===== config.mk =====
export PLATFORM = sky130hd
export DESIGN_NAME = hazard_ctrl
export DESIGN_NICKNAME = d
export VERILOG_FILES = /design/src/rtl/hazard_ctrl.sv
export SDC_FILE = /design/constraint.sdc
export NUM_CORES = 1
export LEC_CHECK = 0
export ABC_AREA = 1
export ABC_CLOCK_PERIOD_IN_PS = 1500
export BUFFER_PORTS_ARGS = -buffer_cell sky130_fd_sc_hd__buf_2
export CORE_AREA = 2 2 39 41
export DETAILED_ROUTE_END_ITERATION = 10
export DIE_AREA = 0 0 41 43
export GPL_ROUTABILITY_DRIVEN = 0
export GPL_TIMING_DRIVEN = 1
export PLACE_DENSITY = 0.83
export REMOVE_ABC_BUFFERS = 1
export SYNTH_ARGS = -nofsm -noshare
export SYNTH_HDL_FRONTEND = slang
export SYNTH_SLANG_ARGS = --single-unit

===== constraint.sdc =====
create_clock -name vclk -period 1.5
set_clock_uncertainty 0.1 [all_clocks]
set_input_delay 0.075 -clock vclk [all_inputs]
set_output_delay 0.075 -clock vclk [all_outputs]
set_load 0.02 [all_outputs]

===== src/rtl/hazard_ctrl.sv =====
`default_nettype none
// ============================================================================
//  Module      : hazard_ctrl
//  Description : Hazard controller and data-memory wait sequencer for the
//                five-stage pipeline. It is the only source of the stall,
//                flush and forwarding controls for the F/D, D/E, E/M and M/W
//                pipeline registers.
//
//                It resolves these hazards:
//                  - load-use hazards (stall F/D, bubble into E)
//                  - taken-branch flushes (clear F/D and D/E)
//                  - ALU operand forwarding from Memory or Writeback
//                  - multi-cycle data-memory accesses (freeze the pipeline
//                    and bubble into W until the access is acknowledged)
//
//  Optional    : define HAZARD_MEM_TIMEOUT_EN to compile in an 8-bit wait
//                counter and a sticky ERR state. ERR is entered after
//                TIMEOUT wait cycles without an acknowledge, and is left
//                only by RST. Without the macro, MEM_WAIT waits
//                indefinitely and MemErr is tied to 0.
//
//  Ports       : CLK, RST (async, active-high)
//                RA1D/RA2D            - Decode source registers
//                RA1E/RA2E            - Execute source registers
//                WA3E/WA3M/WA3W       - destination register per stage
//                MemToRegE            - Execute instruction is a load
//                RegWriteM/RegWriteW  - register write enables
//                BranchTakenE         - branch resolved taken in Execute
//                MemReqM/MemAckM      - data-memory request / completion
//                StallF/D/E/M         - hold PC / pipeline registers
//                FlushD/E/W           - clear F/D, D/E, M/W registers
//                ForwardAE/BE         - 00 regfile, 01 ResultW, 10 ALUResultM
//                MemErr               - sticky memory-timeout error
//
//  Revision    : 1.0 - initial release
// ============================================================================
module hazard_ctrl #(
    parameter int TIMEOUT = 16
) (
    input  logic       CLK,
    input  logic       RST,
    input  logic [3:0] RA1D,
    input  logic [3:0] RA2D,
    input  logic [3:0] RA1E,
    input  logic [3:0] RA2E,
    input  logic [3:0] WA3E,
    input  logic [3:0] WA3M,
    input  logic [3:0] WA3W,
    input  logic       MemToRegE,
    input  logic       RegWriteM,
    input  logic       RegWriteW,
    input  logic       BranchTakenE,
    input  logic       MemReqM,
    input  logic       MemAckM,
    output logic       StallF,
    output logic       StallD,
    output logic       StallE,
    output logic       StallM,
    output logic       FlushD,
    output logic       FlushE,
    output logic       FlushW,
    output logic [1:0] ForwardAE,
    output logic [1:0] ForwardBE,
    output logic       MemErr
);

    // ------------------------------------------------------------------------
    // State encoding
    // ------------------------------------------------------------------------
    localparam logic [1:0] S_RUN      = 2'd0;
    localparam logic [1:0] S_MEM_WAIT = 2'd1;
`ifdef HAZARD_MEM_TIMEOUT_EN
    localparam logic [1:0] S_ERR      = 2'd2;
    // Last wait-count value at which an acknowledge still rescues the access.
    localparam logic [7:0] C_WAIT_LIMIT = 8'(TIMEOUT - 1);
`endif

    // R15 holds the PC and is never a forwarding or load-use target.
    localparam logic [3:0] C_PC_REG = 4'hF;

    logic [1:0] r_state;
    logic [1:0] w_next_state;
    logic       w_in_err;
    logic       w_memstall;
    logic       w_ldstall;

`ifdef HAZARD_MEM_TIMEOUT_EN
    logic [7:0] r_wait_cnt;
    logic [7:0] w_next_wait_cnt;

    assign w_in_err = (r_state == S_ERR);
`else
    // The timeout parameter has no function in this build.
    logic [7:0] w_unused_timeout;

    assign w_unused_timeout = 8'(TIMEOUT);
    assign w_in_err         = 1'b0;
`endif

    // An outstanding access that is not completed this cycle freezes the
    // pipeline. In ERR the pipeline is frozen by the error itself instead.
    assign w_memstall = MemReqM & ~MemAckM & ~w_in_err;

    assign w_ldstall  = MemToRegE & (WA3E != C_PC_REG) &
                        ((WA3E == RA1D) | (WA3E == RA2D));

    // ------------------------------------------------------------------------
    // State register (plus wait counter when the timeout is built in)
    // ------------------------------------------------------------------------
    always_ff @(posedge CLK or posedge RST) begin
        if (RST) begin
            r_state    <= S_RUN;
`ifdef HAZARD_MEM_TIMEOUT_EN
            r_wait_cnt <= 8'd0;
`endif
        end else begin
            r_state    <= w_next_state;
`ifdef HAZARD_MEM_TIMEOUT_EN
            r_wait_cnt <= w_next_wait_cnt;
`endif
        end
    end

    // ------------------------------------------------------------------------
    // Next-state logic
    // ------------------------------------------------------------------------
    always_comb begin
        w_next_state    = r_state;
`ifdef HAZARD_MEM_TIMEOUT_EN
        w_next_wait_cnt = r_wait_cnt;
`endif
        case (r_state)
            S_RUN: begin
                // A request acknowledged in the same cycle never enters
                // MEM_WAIT.
                if (w_memstall) begin
                    w_next_state    = S_MEM_WAIT;
`ifdef HAZARD_MEM_TIMEOUT_EN
                    w_next_wait_cnt = 8'd0;
`endif
                end
            end
            S_MEM_WAIT: begin
                // The acknowledge is checked first, so an ack on the limit
                // cycle still returns to RUN.
                if (MemAckM) begin
                    w_next_state = S_RUN;
                end
`ifdef HAZARD_MEM_TIMEOUT_EN
                else if (r_wait_cnt == C_WAIT_LIMIT) begin
                    w_next_state = S_ERR;
                end else begin
                    w_next_wait_cnt = r_wait_cnt + 8'd1;
                end
`endif
            end
`ifdef HAZARD_MEM_TIMEOUT_EN
            S_ERR: begin
                w_next_state = S_ERR;
            end
`endif
            default: begin
                w_next_state = S_RUN;
            end
        endcase
    end

    // ------------------------------------------------------------------------
    // Stall / flush outputs, in priority order
    // ------------------------------------------------------------------------
    always_comb begin
        StallF = 1'b0;
        StallD = 1'b0;
        StallE = 1'b0;
        StallM = 1'b0;
        FlushD = 1'b0;
        FlushE = 1'b0;
        FlushW = 1'b0;
        MemErr = 1'b0;
        if (w_in_err) begin
            StallF = 1'b1;
            StallD = 1'b1;
            StallE = 1'b1;
            StallM = 1'b1;
            MemErr = 1'b1;
        end else if (w_memstall) begin
            // Whole pipe frozen; a bubble goes into W. A taken branch stays
            // frozen in E and flushes once the access completes.
            StallF = 1'b1;
            StallD = 1'b1;
            StallE = 1'b1;
            StallM = 1'b1;
            FlushW = 1'b1;
        end else if (BranchTakenE) begin
            // The fetched/decoded instructions are on the wrong path, so a
            // load-use stall on them is meaningless.
            FlushD = 1'b1;
            FlushE = 1'b1;
        end else if (w_ldstall) begin
            StallF = 1'b1;
            StallD = 1'b1;
            FlushE = 1'b1;
        end
    end

    // ------------------------------------------------------------------------
    // Operand forwarding (independent of the FSM); Memory beats Writeback
    // because it holds the younger result.
    // ------------------------------------------------------------------------
    always_comb begin
        ForwardAE = 2'b00;
        if (RegWriteM && (WA3M == RA1E) && (RA1E != C_PC_REG)) begin
            ForwardAE = 2'b10;
        end else if (RegWriteW && (WA3W == RA1E) && (RA1E != C_PC_REG)) begin
            ForwardAE = 2'b01;
        end
    end

    always_comb begin
        ForwardBE = 2'b00;
        if (RegWriteM && (WA3M == RA2E) && (RA2E != C_PC_REG)) begin
            ForwardBE = 2'b10;
        end else if (RegWriteW && (WA3W == RA2E) && (RA2E != C_PC_REG)) begin
            ForwardBE = 2'b01;
        end
    end

endmodule
`default_nettype wire


======== Word-level counts from Yosys, hierarchy flattened ========
Index checks and enable logic that the tools add are counted.
word-level totals
  flip-flop bits (word level) ............. 0
  latch bits .............................. 0
  memory bits (writable) .................. 0
  memory bits (read-only) ................. 0
  input port bits ......................... 36
  output and inout bits ................... 12
  memories kept ........................... 0
operators by class
  $add $sub $neg .......................... 0
  multipliers ............................. 0
  divide/modulo/power cells ............... 0
  order comparisons ....................... 0
  eq/ne operators ......................... 9
  shift operators ......................... 0
  muxes and demuxes ....................... 12
  bitwise gates (word level) .............. 5
  reduce and logical (&&, ||, !) cells .... 8
operators by type and width
  kind                count
  $eq 4x4->1          6
  $ne 4x4->1 const B  3
  $mux 1              10
  $logic_and 1x1->1   8
  $mux 2              2
  $and 1x1->1         3
  $not 1->1           1
  $or 1x1->1          1

======== Longest topological paths before layout ========
Gate-level depths: netlist of run 1.
  word-level depth ........................ 6
  mapped depth ............................ 9

======== Worst setup path after synthesis of run 1 ========
Ideal clock, no wire load.
  path type ............................... in2out
  start point ............................. in MemReqM
  end point ............................... out StallF
  arrival time ............................ 0.996 ns
  setup slack ............................. 0.329 ns
  cell stages on the path ................. 5
  path buffers ............................ 1
  path through ............................ inv_1 nor2_1 inv_1 nand2_1 buf_4
between the ends
  longest elaborated chain between the ends .. 2
RTL lines
  element             line  RTL
  start: declaration  53    input logic MemReqM,
  $and 1x1->1         102   assign w_memstall = MemReqM & ~MemAckM & ~w_in_err;
  $mux 1              --
  end: declaration    55    output logic StallF,
Every way passes these cells.

======== Final worst setup path of run 1 ========
  start point ............................. in WA3M[3]
  end point ............................... out ForwardAE[0]
between the ends
  longest elaborated chain between the ends .. 4
RTL lines
  element                          line  RTL
  start: declaration               47    input logic [3:0] WA3M,
  $eq 4x4->1                       212   if (RegWriteM && (WA3M == RA1E) && (RA1E != C_PC_REG)) begin
  $logic_and 1x1->1 (2 in series)  212
  $mux 2                           212
  end: declaration                 62    output logic [1:0] ForwardAE,
Every way passes these cells.

==> metrics.md, run 1 <==
| Metric | Value |
|---|---|
| FF+latch area | `0 um^2` |
| Dpl cell area | `717 um^2` |
| Placement Setup Slack | `0.443 ns` |
| Avg Inst Size Synth | `4.65 um^2` |
| Initial antenna violation count | `0` |
| Drt total wl | `1410 um` |
| Drt wl/cell | `8.56 um` |
| Crit start category | `input pin` |
| Met1 wire length | `about 560 um` |
| Syn Inst Count | `108` |
| CP most frequent cell | `nor2_1` |
| Register area share after synthesis | `0%` |
| Max frequency | `0.936 GHz` |
| Power per cell area | `between 200 and 300 nW/um^2` |
| Die area | `1760 um^2` |
| Core area | `1380 um^2` |
| Hold Crit Class | `input pin to primary output` |
| XOR/XNOR Fraction of Synth Area | `roughly 14%` |
| First-pass GRT wire length | `between 2000 and 2500 um` |
| Diode count | `0` |
| CP required | `approximately 1.3 ns` |
| Mux cell area share after synthesis | `0%` |
| Largest net degree at the start of global routing | `6` |
| Core Util, Final | `51.8%` |
| Post-route cell area | `717 um^2` |
| Die height | `43 um` |
| Crit end category | `primary output` |
| Post-synthesis compound-gate area fraction | `between 10% and 20%` |
| Synth unique cells | `17` |
| Yosys warnings | `0` |
| I/O Pins | `48` |
| # hold bufs at CTS | `0` |
| Slack of the critical path | `0.431 ns` |
| Number of post-CTS setup repair buffers | `0` |
| # clk buffers | `0` |
| Post-DR vias/cell | `4.40` |
| Min Clock Period, post-route | `1.07 ns` |
| Chip width | `between 40 and 50 um` |
| Top Metal Used | `met3` |
| Post-CTS Resized | `0` |
| Non-Filler Instances | `165` |
| Largest family of logic cells by synthesized area | `simple AND/OR/NAND/NOR gates` |
| Nets | `187` |
| Clock share of power | `0%` |
| Sw Pwr | `0.113 mW` |
| Worst Path Arrival | `0.89 ns` |
| Logic pwr share | `100.0%` |
| Synth Area in Adders | `0%` |
| HPWL Detailed | `1320 um` |
| Global route overflow | `0` |
| Max_cap viols | `0` |
| Synth-to-Final Area Change | `42.9%` |
| Max-slew violation count | `0` |
| Min-Delay Path Depth | `3` |
| Worst-path cell chain | `buf_2 > inv_1 > nor2_1 > nor2_1 > nand4_1 > nor2_1 > nor2_1 > buf_2` |
| Post-DRT Antenna Nets | `0` |
| Row count | `14` |
| Gr usage total | `16.1%` |
| Placed cells | `165` |
| CP max stage cell | `nor2_1` |
| RSZ-0062 raised after global routing | `no` |
| Count of final hold-check violations | `0` |
| Status | `complete, no violations` |
| Metal3 WL | `34 um` |
| Post-Synth Simple-Gate Area | `approximately half` |
| Largest stage delay, worst path | `between 0.15 and 0.2 ns` |
| Post-Syn Area | `502 um^2` |
| First-pass iteration count of the detailed router | `4` |
| Sequential power share | `0%` |
| Initial DRC Count | `11` |
| PortBufs | `45` |
| # DRC | `0` |
| Initial core utilization | `roughly 36%` |
| VDD IR max | `around 0.00013 V` |
| DR WL met2 | `812 um` |
| Final Power | `0.199 mW` |
| Switching fraction of total power | `57.0%` |
| Final Cycle Share | `between 70 and 80%` |
| Via count | `726` |
| Setup Total Neg Slack | `0 ns` |
| Leakage | `0.500 nW` |
| Number of global-route vias before repair | `617` |
| Kind of critical path | `input pin to primary output` |
| Share of cells above drive strength 1 | `31.5%` |
| Filler Cell Count | `153` |
| Worst Path Max Fanout | `4` |
| FF+latch count | `0` |
| Internal power | `0.0855 mW` |
| Setup-failing EPs final | `0` |
| Min Hold Slack | `around 0.35 ns` |
==> metal layers <==
layer	track usage, %	vias to the layer above
met1	16.5	315
met5	0	-
met4	2.00	0
met2	32.8	9
met3	0.524	0
li1	-	402
==> final timing paths <==
kind,start,slack (ns),to
setup / recovery,WA3M[3],0.43,ForwardAE[0]
hold / removal,MemAckM,0.35,FlushW
==> synthesized netlist by cell type <==
cell,n,area share [%]
xnor2_1,3,5.2
buf_4,4,6.0
inv_2,2,1.5
inv_1,23,17
nand2_1,36,27
o21ai_0,2,2.0
o21ai_1,1,1.0
or2_0,1,1.2
nand4_1,5,6.2
and2_1,1,1.2
conb_1,1,0.75
xor2_1,5,8.7
a21oi_1,3,3.0
nand3_1,4,4.0
o211ai_1,2,3.0
o21a_1,1,1.5
nor2_1,14,10
==> logic make-up (layout without fill, tap and decap cells) <==
logic type / after synthesis / in the layout
AND/OR/NAND/NOR: 61 / 61
buffers and inverters: 29 / 70
other: 1 / 1
XOR/XNOR: 8 / 8
AO/OA/AOI/OAI: 9 / 9
==> power by group through the flow <==
| stage | clock, mW | combinational [mW] | sequential, mW |
|---|---|---|---|
| after CTS | 0 | 0.200 | 0 |
| final | 0 | 0.199 | 0 |
| after floorplan | 0 | 0.109 | 0 |
| after global placement | 0 | 0.193 | 0 |
| after detailed placement | 0 | 0.199 | 0 |
| after global routing | 0 | 0.223 | 0 |
==> worst max-delay path, delay by kind of cell <==
kind | cells | cell delay (ns)
simple gates | 5 | 0.46
buf+inv | 3 | 0.36
==> cell type report <==
type	instances	area, um^2	share of cell area [%]
Multi-Input combinational cell	79	378	52.7
Timing Repair Buffer	45	225	31.4
Inverter	25	93.8	13.1
Tap cell	16	20.0	2.79
==> cells in the final DEF, fill, tap and decap left out, types with 2 or more instances in the layout <==
cell type / instances
buf_2: 45
nand2_1: 36
inv_1: 23
nor2_1: 14
nand4_1: 5
xor2_1: 5
nand3_1: 4
xnor2_1: 3
a21oi_1: 3
o211ai_1: 2
o21ai_0: 2
inv_2: 2
No activity file was read; power rests on OpenSTA's default activity.
==> inputs of run 2 (changes only) <==
Settings changed: ABC_CLOCK_PERIOD_IN_PS 1500 to 890, CORE_AREA 2 2 39 41 to unset, CORE_MARGIN set to 2, CORE_UTILIZATION set to 35, DIE_AREA 0 0 41 43 to unset, PLACE_DENSITY 0.83 to 0.81.
Clock period 1.5 ns to 0.89 ns, I/O delays scaled along.
==> metrics.md, run 2 (synthesis results as in run 1) <==
| Metric | Value |
|---|---|
| Kind of critical path | `input pin to primary output` |
| CP required | `0.75 ns (-0.57 ns)` |
| Global route overflow | `0 (unchanged)` |
| Gr usage total | `17.8% (+1.7 points)` |
| # DRC | `0 (unchanged)` |
| Failing checks | `negative setup slack` |
| Crit end category | `primary output` |
| RSZ-0062 raised after global routing | `yes` |
| Core Util, Final | `70.5% (+19 points)` |
| Final Cycle Share | `109%` |
| Min Clock Period, post-route | `0.970 ns` |
| Number of global-route vias before repair | `716 (+16%)` |
| PortBufs | `45 (unchanged)` |
| Initial DRC Count | `13 (+2)` |
| First-pass iteration count of the detailed router | `4 (unchanged)` |
| Post-DRT Antenna Nets | `0 (unchanged)` |
| Power per cell area | `492 nW/um^2 (+77%)` |
| Nets | `189 (+1.1%)` |
| Initial core utilization | `38.1% (+1.8 points)` |
| Row count | `13 (-1)` |
| Setup-failing EPs final | `6 (+6)` |
| Max-slew violation count | `0 (unchanged)` |
| Max frequency | `a little over 1 GHz` |
| Worst Path Max Fanout | `4 (unchanged)` |
| Drt total wl | `1770 um (+25%)` |
| Count of final hold-check violations | `0 (unchanged)` |
| Worst Path Arrival | `0.83 ns (-0.06 ns)` |
| Hold Crit Class | `input pin to primary output` |
| Min Hold Slack | `0.278 ns (-0.0712 ns)` |
| Max_cap viols | `0 (unchanged)` |
| Share of cells above drive strength 1 | `45.7% (+14 points)` |
| Crit start category | `input pin` |
| Die area | `1750 um^2 (-0.61%)` |
| First-pass GRT wire length | `2590 um (+21%)` |
| Most frequent cells in the layout | `nand2_1, buf_2, inv_1` |
| Diode count | `0 (unchanged)` |
| Chip width | `41.9 um (+2.1%)` |
| Setup Total Neg Slack | `-0.286 ns (-0.286 ns)` |
| HPWL Detailed | `1270 um (-4.0%)` |
| Drt wl/cell | `10.7 um (+24%)` |
| Commonest non-fill, non-tap cell in the layout | `nand2_1` |
| VDD IR max | `0.000248 V (+90%)` |
| FF+latch count | `0 (unchanged)` |
| Status | `complete, but fails checks` |
| Via count | `793 (+9.2%)` |
| Slack of the critical path | `-0.0797 ns (-0.511 ns)` |
| Core area | `1320 um^2 (-4.8%)` |
| # clk buffers | `0 (unchanged)` |
| Synth-to-Final Area Change | `85.0%` |
| FF+latch area | `0 um^2 (unchanged)` |
| Die height | `41.9 um (-2.7%)` |
| Largest net degree at the start of global routing | `6 (unchanged)` |
| Post-DR vias/cell | `4.78 (+8.6%)` |
| I/O Pins | `48 (unchanged)` |
| Leakage | `0.559 nW (+12%)` |
| Initial antenna violation count | `0 (unchanged)` |
[run 2: report_power, final]
| part | internal (mW) | switching (mW) |
|---|---|---|
| clock | 0 | 0 |
| combinational | 0.229 | 0.228 |
| sequential | 0 | 0 |
| total | 0.229 | 0.228 |
[run 2: timing repair]
action,in CTS,in global routing
pin swaps,19,23
hold buffers,0,0
cloned,0,0
resized for setup,30,28
endpoints found under the setup margin,7,7
setup buffers,1,0
[run 2: path summary, 6_finish.rpt]
path                start      endpoint  slack (ns)  depth (start not counted)
hold / removal    MemAckM        FlushW        0.28                          3
setup / recovery  WA3M[3]  ForwardAE[0]       -0.08                          8
[run 2: per-layer routing]
metal / track usage [%] / routed length, um / vias up
li1: - / - / 406
met2: 40.3 / 928 / 47
met5: 0 / 0 / -
met4: 0.645 / 0 / 0
met3: 0.870 / 183 / 0
met1: 17.5 / 656 / 340
[run 2: per-stage QoR]
step	total power, mW	cells	instance area (um^2)	worst slack, ns
global route	0.495	166	928	-0.144
CTS	0.396	166	827	-0.0649
floorplan	0.183	104	472	-0.714
detailed placement	0.339	165	723	-0.105
finish	0.457	166	928	-0.0797
global placement	0.330	165	723	-0.0801
[run 2: layout make-up]
class	instances	area (um^2)
multi-input cells	79	429
fillers	110	389
repair buffers	47	382
inverters	25	98.8
well taps	15	18.8
[run 2: critical path, stage by stage]
cell	delay, ns
buf_6	0.09
inv_4	0.06
nor2_2	0.04
nor2_1	0.11
nand4_1	0.11
nor2_2	0.16
nor2_1	0.06
buf_4	0.15
==> inputs of run 3 (changes only) <==
Settings changed: ABC_AREA 1 to unset, ABC_CLOCK_PERIOD_IN_PS 890 to 900, CORE_AREA set to 2 2 39 41, CORE_MARGIN 2 to unset, CORE_UTILIZATION 35 to unset, DIE_AREA set to 0 0 41 43, PLACE_DENSITY 0.81 to 0.73.
Clock period 0.89 ns to 0.9 ns, I/O delays scaled along.
==> metrics.md, run 3 <==
| Metric | Value |
|---|---|
| Final Cycle Share | `145%` |
| Mux cell area share after synthesis | `0% (unchanged)` |
| Syn Inst Count | `54 (-50%)` |
| Min-delay src | `BranchTakenE` |
| Yosys warnings | `0 (unchanged)` |
| Synth unique cells | `20 (+3)` |
| Post-Syn Area | `379 um^2 (-24%)` |
| Placed cells | `120 (-27%)` |
| Register area share after synthesis | `0% (unchanged)` |
| Leakage | `0.436 nW (-22%)` |
| Initial core utilization | `27.4% (-11 points)` |
| Share of cells above drive strength 1 | `70.2% (+24 points)` |
| Synth cell count leaders | `xnor2_1, nand4_1, buf_4, nand2_1, xor2_1` |
| Filler Cell Count | `99 (-10%)` |
| Synth-to-Final Area Change | `136%` |
| Crit start category | `input pin` |
| Crit end category | `primary output` |
| Worst Path Arrival | `1.16 ns (+0.33 ns)` |
| Number of global-route vias before repair | `615 (-14%)` |
| Yosys top cell area share | `37.0% (+10 points)` |
| First-pass iteration count of the detailed router | `4 (unchanged)` |
| Via count | `602 (-24%)` |
| Min-Delay Path Depth | `3 (unchanged)` |
| Post-Synth Simple-Gate Area | `27.7% (-22 points)` |
| Setup-failing EPs final | `7 (+1)` |
| Row count | `14 (+1)` |
| # clk buffers | `0 (unchanged)` |
| Post-DR vias/cell | `5.02 (+5.0%)` |
| Die area | `1760 um^2 (+0.61%)` |
| Non-Filler Instances | `120 (-28%)` |
| Diode count | `0 (unchanged)` |
| Post-synthesis compound-gate area fraction | `15.2% (+4.7 points)` |
| CP required | `0.75 ns (about the same)` |
| Most frequent cells in the layout | `buf_2, buf_6, buf_4` |
| Largest stage delay, worst path | `0.30 ns (+0.14 ns)` |
| Initial DRC Count | `4 (-9)` |
| RSZ-0062 raised after global routing | `yes` |
| Failing checks | `negative setup slack` |
| Commonest non-fill, non-tap cell in the layout | `buf_2` |
| Slack of the critical path | `-0.403 ns (-0.323 ns)` |
| Max frequency | `~0.77 GHz` |
| Nets | `142 (-25%)` |
| Worst-path cell chain | `buf_6 > xor2_1 > nor4_2 > a41oi_2 > o31ai_2 > buf_4` |
| Critical path's top delay family | `compound AO/OA/AOI/OAI gates` |
| Initial antenna violation count | `0 (unchanged)` |
| Worst Path Max Fanout | `2 (-2)` |
| VDD IR max | `0.000272 V (+9.4%)` |
| First-pass GRT wire length | `2260 um (-13%)` |
| Hold Crit Class | `input pin to primary output` |
| Top-count cell post-synth | `xnor2_1` |
| Core area | `1380 um^2 (+5.0%)` |
| Power per cell area | `514 nW/um^2 (+4.6%)` |
| Drt wl/cell | `13.5 um (+26%)` |
| Post-route cell area | `895 um^2 (-3.6%)` |
| Chip width | `41 um (-2.1%)` |
| PortBufs | `45 (unchanged)` |
| I/O Pins | `48 (unchanged)` |
| Synth area leaders | `xnor2_1, xor2_1, nand4_1` |
| Count of final hold-check violations | `0 (unchanged)` |
| FF+latch area | `0 um^2 (unchanged)` |
| Min Clock Period, post-route | `1.30 ns` |
| XOR/XNOR Fraction of Synth Area | `46.2% (+32 points)` |
| CP max stage cell | `nor4_2` |
| Max_cap viols | `0 (unchanged)` |
| Largest family of logic cells by synthesized area | `XOR/XNOR gates` |
| Kind of critical path | `input pin to primary output` |
| Drt total wl | `1620 um (-8.6%)` |
| FF+latch count | `0 (unchanged)` |
| Synth Area in Adders | `0% (unchanged)` |
| Placement Setup Slack | `-0.442 ns (-0.336 ns)` |
| Post-DRT Antenna Nets | `0 (unchanged)` |
| # hold bufs at CTS | `0 (unchanged)` |
| Yosys top cell by area | `xnor2_1` |
| Dpl cell area | `662 um^2 (-8.5%)` |
| Avg Inst Size Synth | `7.02 um^2 (+51%)` |
| Worst Hold Path EP | `StallD` |
| Gr usage total | `18.3% (+0.47 points)` |
| Largest net degree at the start of global routing | `5 (-1)` |
| Final Power | `0.460 mW (+0.78%)` |
| Max-slew violation count | `0 (unchanged)` |
| Buf/Inv on CP | `2 (-1)` |
| # DRC | `0 (unchanged)` |
| Global route overflow | `0 (unchanged)` |
| Status | `complete, but fails checks` |
| Die height | `43 um (+2.7%)` |
| Core Util, Final | `64.6% (-5.8 points)` |
## run 3: cell types whose count changed after synthesis, moves of 12 or more
cell / delta
inv_1: -21
nand2_1: -32
xnor2_1: +13
nor2_1: -12
## run 3: kinds of logic (layout without fill, tap and decap cells)
group,Yosys count,after routing
other,1,1
and+or+nand+nor,20,20
buffers and inverters,6,56
xor gates and xnor gates,20,20
AOI/OAI and AO/OA,7,7
## run 3: worst max-delay path by stage
stage	cells past startpoint	slack (ns)	endpoint	from
global route	6	-0.46	StallF	RA1D[2]
CTS	6	-0.43	StallF	RA1D[2]
global placement	6	-0.39	StallF	WA3E[1]
floorplan	4	-0.79	StallD	WA3E[1]
finish	6	-0.40	StallF	RA1D[2]
detailed placement	6	-0.44	StallF	WA3E[1]
## run 3: where the power goes
group | switching, mW | leakage (nW) | internal [mW]
registers | 0 | 0 | 0
logic | 0.209 | 0.436 | 0.251
clock network | 0 | 0 | 0
total | 0.209 | 0.436 | 0.251
## run 3: tightest hold or removal path, stage by stage
cell and delay (ns):
buf_2 0.10, o31ai_2 0.08, buf_4 0.15
## run 3: routing by layer
metal	global-route usage [%]	wire length, um
met5	0	0
met4	6.67	63
met3	1.57	192
met2	40.6	848
met1	12.7	511
## run 3: metrics by stage
step / hold WS (ns) / TNS (ns)
floorplan: 0.0801 / -2.65
global placement: 0.307 / -1.83
detailed placement: 0.305 / -2.10
CTS: 0.308 / -1.63
global route: 0.334 / -2.15
finish: 0.320 / -1.78
## run 3: timing repair
action                                  CTS  global route
buffers inserted                          0             0
endpoints found under the hold margin     0             0
pin swaps                                16             8
endpoints found under the setup margin    7             7
gates resized for setup                  28            19
## run 3: layout make-up
class                      count  area, um^2  area share (%)
tap                           16        20.0            2.24
timing repair buffer          54         403            45.0
inverter                       2        7.51           0.839
multi-input combinational     48         464            51.9
